[src/rtl/mac_accumulator_16bit.sv]
// Sequential unsigned multiply-accumulate element: shift-add multiplier feeding a
// 16-bit carry-lookahead accumulator, with valid/ready operand input and result output.

module carry_lookaheadadder_16bit (
  input  logic [15:0] inData_A,
  input  logic [15:0] inData_B,
  input  logic        cin,
  output logic [15:0] outData,
  output logic        cout
);
  logic [15:0] g, p, c;
  logic [3:0]  gg, gp;
  logic [4:0]  gc;

  assign g = inData_A & inData_B;
  assign p = inData_A ^ inData_B;

  // Two-level lookahead: 4-bit groups, then group carries from group G/P.
  for (genvar k = 0; k < 4; k++) begin : g_grp
    assign gg[k] = g[4*k+3] | (p[4*k+3] & g[4*k+2]) | (p[4*k+3] & p[4*k+2] & g[4*k+1])
                 | (p[4*k+3] & p[4*k+2] & p[4*k+1] & g[4*k]);
    assign gp[k] = &p[4*k +: 4];
    assign c[4*k]   = gc[k];
    assign c[4*k+1] = g[4*k] | (p[4*k] & gc[k]);
    assign c[4*k+2] = g[4*k+1] | (p[4*k+1] & g[4*k]) | (p[4*k+1] & p[4*k] & gc[k]);
    assign c[4*k+3] = g[4*k+2] | (p[4*k+2] & g[4*k+1]) | (p[4*k+2] & p[4*k+1] & g[4*k])
                    | (p[4*k+2] & p[4*k+1] & p[4*k] & gc[k]);
  end

  assign gc[0] = cin;
  assign gc[1] = gg[0] | (gp[0] & cin);
  assign gc[2] = gg[1] | (gp[1] & gg[0]) | (gp[1] & gp[0] & cin);
  assign gc[3] = gg[2] | (gp[2] & gg[1]) | (gp[2] & gp[1] & gg[0]) | (gp[2] & gp[1] & gp[0] & cin);
  assign gc[4] = gg[3] | (gp[3] & gg[2]) | (gp[3] & gp[2] & gg[1]) | (gp[3] & gp[2] & gp[1] & gg[0])
               | (gp[3] & gp[2] & gp[1] & gp[0] & cin);

  assign outData = p ^ c;
  assign cout    = gc[4];
endmodule

// Handshakes: a transfer happens on a rising edge where valid && ready; valid never
// waits on ready, and the producer holds data while valid && !ready.
module mac_accumulator_16bit #(
  parameter int DATA_WIDTH = 8,
  parameter int VEC_LEN    = 4
) (
  input  logic                    clk,
  input  logic                    rst_n,
  input  logic [DATA_WIDTH-1:0]   inData_A,
  input  logic [DATA_WIDTH-1:0]   inData_B,
  input  logic                    inValid,
  output logic                    inReady,
  output logic [2*DATA_WIDTH-1:0] outData,
  output logic                    outOvf,
  output logic                    outValid,
  input  logic                    outReady,
  output logic [1:0]              dbg_state
);
  localparam int PW = 2 * DATA_WIDTH;
  localparam int BW = (DATA_WIDTH > 1) ? $clog2(DATA_WIDTH) : 1;
  localparam int EW = $clog2(VEC_LEN + 1);

  typedef enum logic [1:0] {IDLE, MULT, ACCUM, DONE} state_t;

  state_t                state;
  logic [PW-1:0]         acc, product, mcand;
  logic [DATA_WIDTH-1:0] mplier;
  logic [BW-1:0]         bitCnt;
  logic [EW-1:0]         elemCnt;
  logic                  ovf;
  logic [15:0]           sum;
  logic                  carry;

  carry_lookaheadadder_16bit u_add (
    .inData_A (acc),
    .inData_B (product),
    .cin      (1'b0),
    .outData  (sum),
    .cout     (carry)
  );

  assign dbg_state = state;

  always_ff @(posedge clk or negedge rst_n) begin
    if (!rst_n) begin
      state    <= IDLE;
      acc      <= '0;
      product  <= '0;
      mcand    <= '0;
      mplier   <= '0;
      bitCnt   <= '0;
      elemCnt  <= '0;
      ovf      <= 1'b0;
      inReady  <= 1'b0;
      outValid <= 1'b0;
      outData  <= '0;
      outOvf   <= 1'b0;
    end else begin
      case (state)
        IDLE: begin
          inReady <= 1'b1;
          if (inValid && inReady) begin
            mcand   <= {{DATA_WIDTH{1'b0}}, inData_A};
            mplier  <= inData_B;
            product <= '0;
            bitCnt  <= '0;
            inReady <= 1'b0;
            state   <= MULT;
          end
        end
        MULT: begin
          if (mplier[0]) product <= product + mcand;
          mcand  <= mcand << 1;
          mplier <= mplier >> 1;
          bitCnt <= bitCnt + BW'(1);
          if (bitCnt == BW'(DATA_WIDTH - 1)) state <= ACCUM;
        end
        ACCUM: begin
          acc     <= sum;
          ovf     <= ovf | carry;
          elemCnt <= elemCnt + EW'(1);
          if (elemCnt == EW'(VEC_LEN - 1)) begin
            state    <= DONE;
            outValid <= 1'b1;
            outData  <= sum;
            outOvf   <= ovf | carry;
          end else begin
            state   <= IDLE;
            inReady <= 1'b1;
          end
        end
        DONE: begin
          // Result stays registered until taken; clearing here starts the next sum from 0.
          if (outReady) begin
            acc      <= '0;
            ovf      <= 1'b0;
            elemCnt  <= '0;
            outValid <= 1'b0;
            outData  <= '0;
            outOvf   <= 1'b0;
            inReady  <= 1'b1;
            state    <= IDLE;
          end
        end
        default: state <= IDLE;
      endcase
    end
  end
endmodule
[config.mk]
export PLATFORM = sky130hd
export DESIGN_NAME = mac_accumulator_16bit
export DESIGN_NICKNAME = d
export VERILOG_FILES = /design/src/rtl/mac_accumulator_16bit.sv
export SDC_FILE = /design/constraint.sdc
export NUM_CORES = 1
export LEC_CHECK = 0
export ABC_CLOCK_PERIOD_IN_PS = 4400
export CORE_ASPECT_RATIO = 0.7
export CORE_MARGIN = 5
export CORE_UTILIZATION = 35
export CTS_BUF_LIST = sky130_fd_sc_hd__clkbuf_4 sky130_fd_sc_hd__clkbuf_8
export CTS_CLUSTER_SIZE = 25
export DETAILED_ROUTE_END_ITERATION = 16
export GPL_ROUTABILITY_DRIVEN = 1
export SLEW_MARGIN = 15
export SYNTH_ARGS = -nofsm -noshare
export SYNTH_HDL_FRONTEND = slang
export SYNTH_HIERARCHICAL = 1
export SYNTH_SLANG_ARGS = --single-unit
[constraint.sdc]
create_clock -name clk -period 4.4 [get_ports clk]
set_clock_uncertainty 0.05 [all_clocks]
set_input_delay 0.44 -clock clk [delete_from_list [all_inputs] [get_ports clk]]
set_output_delay 0.44 -clock clk [all_outputs]
set_load 0.005 [all_outputs]
==> flow_summary_export.csv <==
group,metric,value,unit
finish,final_cell_area,5942,µm²
placement,dp_hpwl,8442,µm
logic_synthesis,syn_inst,534,
logic_synthesis,netlist_area,5125,µm²
placement,gp_congestion,0.8343,
global_routing,grt_antenna_before_repair,0,
clocking,clock_sinks,84,
logic_synthesis,ys_seq_elements,84,
power,internal_power,2.186,mW
worst_setup_path,arrival,2.90,ns
sta,fin_crit_sh,0.6065,
placement,post_dp_cell_area,5734,µm²
clocking,clk_pin_slew,0.10,ns
sta,max_freq,0.3748,GHz
worst_setup_path,cp_slowest_cell,"or4b_1",
finish,n_fill_cell,1413,
clocking,clk_latency,0.37,ns
clocking,clock_tree.buffer_depth,2,
drt,vias,3974,
sta,layout_min_cycle_time,2.668,ns
finish,drive_above_1_share,0.06759,
logic_synthesis,ys_warn_count,6,
finish,area_delta_synth_final,15.94,%
drt,drc,0,
drt,first_iter_violations,139,
floorplan,die_area,17200,µm²
floorplan,die-height,111.2,µm
sta,hold_viol_final,0,
sta,drv_slew,0,
sta,final.setup.tns,0,ns
global_routing,grt_max_degree,85,
finish,seqCellArea,2102,µm²
global_routing,grt_pass1_wl,20380,µm
run_status,status,"complete, no violations",
drt,wirelength,11700,µm
clocking,cts_resized,0,
power,p_leak,2.779,nW
clocking,numCtsBuffers,9,
clocking,cts_tree,"yes",
finish,nNetsFinal,637,
flow_run,drv_cap,0,
power,p_sw_frac,0.4227,
worst_setup_path,crit_buf_inv,2,
clocking,post-cts-setup-buffers,0,
power,p_seq_frac,0.346,
logic_synthesis,seq_area_frac_synth,0.4102,
power,power_switching,1.601,mW
worst_setup_path,cp_max_fo,18,
clocking,cts.htree.levels,3,
floorplan,initial_core_util,0.3526,
logic_synthesis,ys.flop_type,"dfrtp_1",
finish,multi_input_area,2874,µm²
worst_hold_path,min_path_type,"primary input to async pin",
global_routing,grt_usage,0.1426,
worst_setup_path,setup.worst_path.end_class,"flip-flop",
global_routing,overflow,0,
sta,rsz0062_at_grt,"false",
drt,viasPerCell,5.148,
clocking,cts-hold-fix-buffers,0,
worst_setup_path,start_kind,"flip-flop",
floorplan,chipWidth,154.6,µm
sta,relSlewSlack,0.4630,
floorplan,io_pins,41,
worst_setup_path,path_cells,"inv_1, ha_1, a21boi_2, nor2b_1, buf_4, nand2_1, or4b_1, o211ai_2",
drt,drt.antenna.violating_nets,0,
sta,setup_violations,0,
power,p_total,3.787,mW
floorplan,rows,37,
power,combPwrFrac,0.503,
power,ir_drop,233.4,µV
power,clockPowerShare,0.152,
logic_synthesis,synth_edf_count,0,
worst_setup_path,path_delay_family,"simple AND/OR/NAND/NOR gates",
worst_setup_path,max_stage_delay,0.64,ns
clocking,cts_root_buf,"clkbuf_8",
global_routing,grt_pass1_vias,4151,
logic_synthesis,ys_types,59,
power,cellPowerDensity,637.3,nW/µm²
finish,n_antenna_cell,0,
placement,numPortBuffers,40,
floorplan,core,14540,µm²
drt,dr.pass1.iters,4,
sta,worst_pin_slew,0.8054,ns
worst_setup_path,critPathKind,"flip-flop to flip-flop",
worst_setup_path,cp.required,4.64,ns
drt,wl_per_cell,15.15,µm
logic_synthesis,ys_async_sr_fraction,1.000,
logic_synthesis,synth.avg_cell_area,9.597,µm²
==> layout make-up <==
class | count | area share
inverters | 17 | 0.01074
clock buffers | 9 | 0.02085
clock inverters | 7 | 0.01348
repair buffers | 47 | 0.07644
well taps | 195 | 0.04106
flip-flops and latches | 84 | 0.3538
multi-input cells | 413 | 0.4837
==> final timing paths <==
kind	cells after the start	start	slack, ns	to
setup / recovery	8	dbg_state[0]$_DFFE_PN0P_	1.73	product[15]$_DFFE_PN0P_
hold / removal	1	rst_n	0.06	outData[1]$_DFFE_PN0P_
setup reg to reg	8	dbg_state[0]$_DFFE_PN0P_	1.73	product[15]$_DFFE_PN0P_
hold reg to reg	2	outData[15]$_DFFE_PN0P_	0.42	outData[15]$_DFFE_PN0P_
max in group asynchronous	1	rst_n	3.66	acc[6]$_DFFE_PN0P_
min in group clk	2	outData[15]$_DFFE_PN0P_	0.42	outData[15]$_DFFE_PN0P_
==> cell usage after synthesis, types with 7 or more instances <==
master,n,area (µm²)
nand2_1,90,337.8
dfrtp_1,84,2102
o21ai_0,53,265.3
ha_1,40,500.5
mux2i_1,35,350.3
a21oi_1,25,125.1
nand3b_1,18,135.1
nor2_1,18,67.56
inv_1,17,63.81
a22o_1,15,131.4
a21o_1,10,75.07
clkbuf_1,9,33.78
xnor2_1,9,78.83
xor2_1,9,78.83
buf_2,8,40.04
nor2b_1,7,43.79
==> through the flow <==
stage            util  cells  hold slack, ns  worst slack (ns)
2_1_floorplan       -    536         0.09441             2.073
3_3_place_gp   0.3945    756          0.4019             1.863
3_5_place_dp   0.3945    756          0.4044             1.784
4_1_cts        0.4085    772          0.2626             1.733
5_1_grt        0.4088    772          0.1403             1.513
6_report       0.4088    772         0.05945             1.732
==> placed cells by master, fill, tap and decap left out, types with 3 or more instances in the layout <==
cell type	count
fa_1	5
a22o_1	15
ha_1	40
a21oi_1	25
nand2_1	90
o21ai_0	53
a211oi_1	5
nor2b_1	7
nand3b_1	18
a21o_1	10
a31oi_1	4
nor3b_1	3
and3_1	3
nor3_1	6
xor2_1	9
buf_4	7
inv_6	3
xnor2_1	9
nor2_1	18
o21a_1	5
o31ai_1	3
o22ai_1	3
conb_1	3
nand3_1	3
dfrtp_1	84
inv_1	17
clkbuf_8	9
o21bai_1	3
mux2i_1	34
nand2b_1	4
clkdlybuf4s50_1	39
==> state kept, by name (all words and copies together), names as in the netlist <==
signal,cells
acc,16
bitCnt,3
dbg_state,2
elemCnt,3
inReady,1
mcand,16
mplier,8
outData,16
outOvf,1
outValid,1
ovf,1
product,16
==> metal layers <==
metal / share of wire / GRT usage / up-vias
li1: - / - / 1977
met5: 0 / 0 / -
met1: 0.51 / 0.2024 / 1929
met4: 0.016 / 0.04059 / 0
met3: 0.041 / 0.03785 / 14
met2: 0.43 / 0.2137 / 54
==> cells by family after synthesis <==
family | Yosys count | share of synthesized area
flops | 84 | 0.4102
simple gates | 167 | 0.1580
mux | 36 | 0.07056
buf+inv | 39 | 0.03125
xor+xnor | 18 | 0.03076
other cells | 1 | 0.0007317
compound gates | 144 | 0.1814
fa+ha+maj | 45 | 0.1172
==> power groups by stage <==
| stage | registers [mW] | clock network [mW] | logic [mW] |
|---|---|---|---|
| 2_1_floorplan | 1.27 | 0 | 1.42 |
| 3_3_place_gp | 1.32 | 0 | 1.85 |
| 3_5_place_dp | 1.33 | 0 | 1.91 |
| 4_1_cts | 1.31 | 0.605 | 1.92 |
| 5_1_grt | 1.35 | 0.637 | 2.16 |
| 6_report | 1.31 | 0.575 | 1.90 |
(Power assumes the default switching activity.)
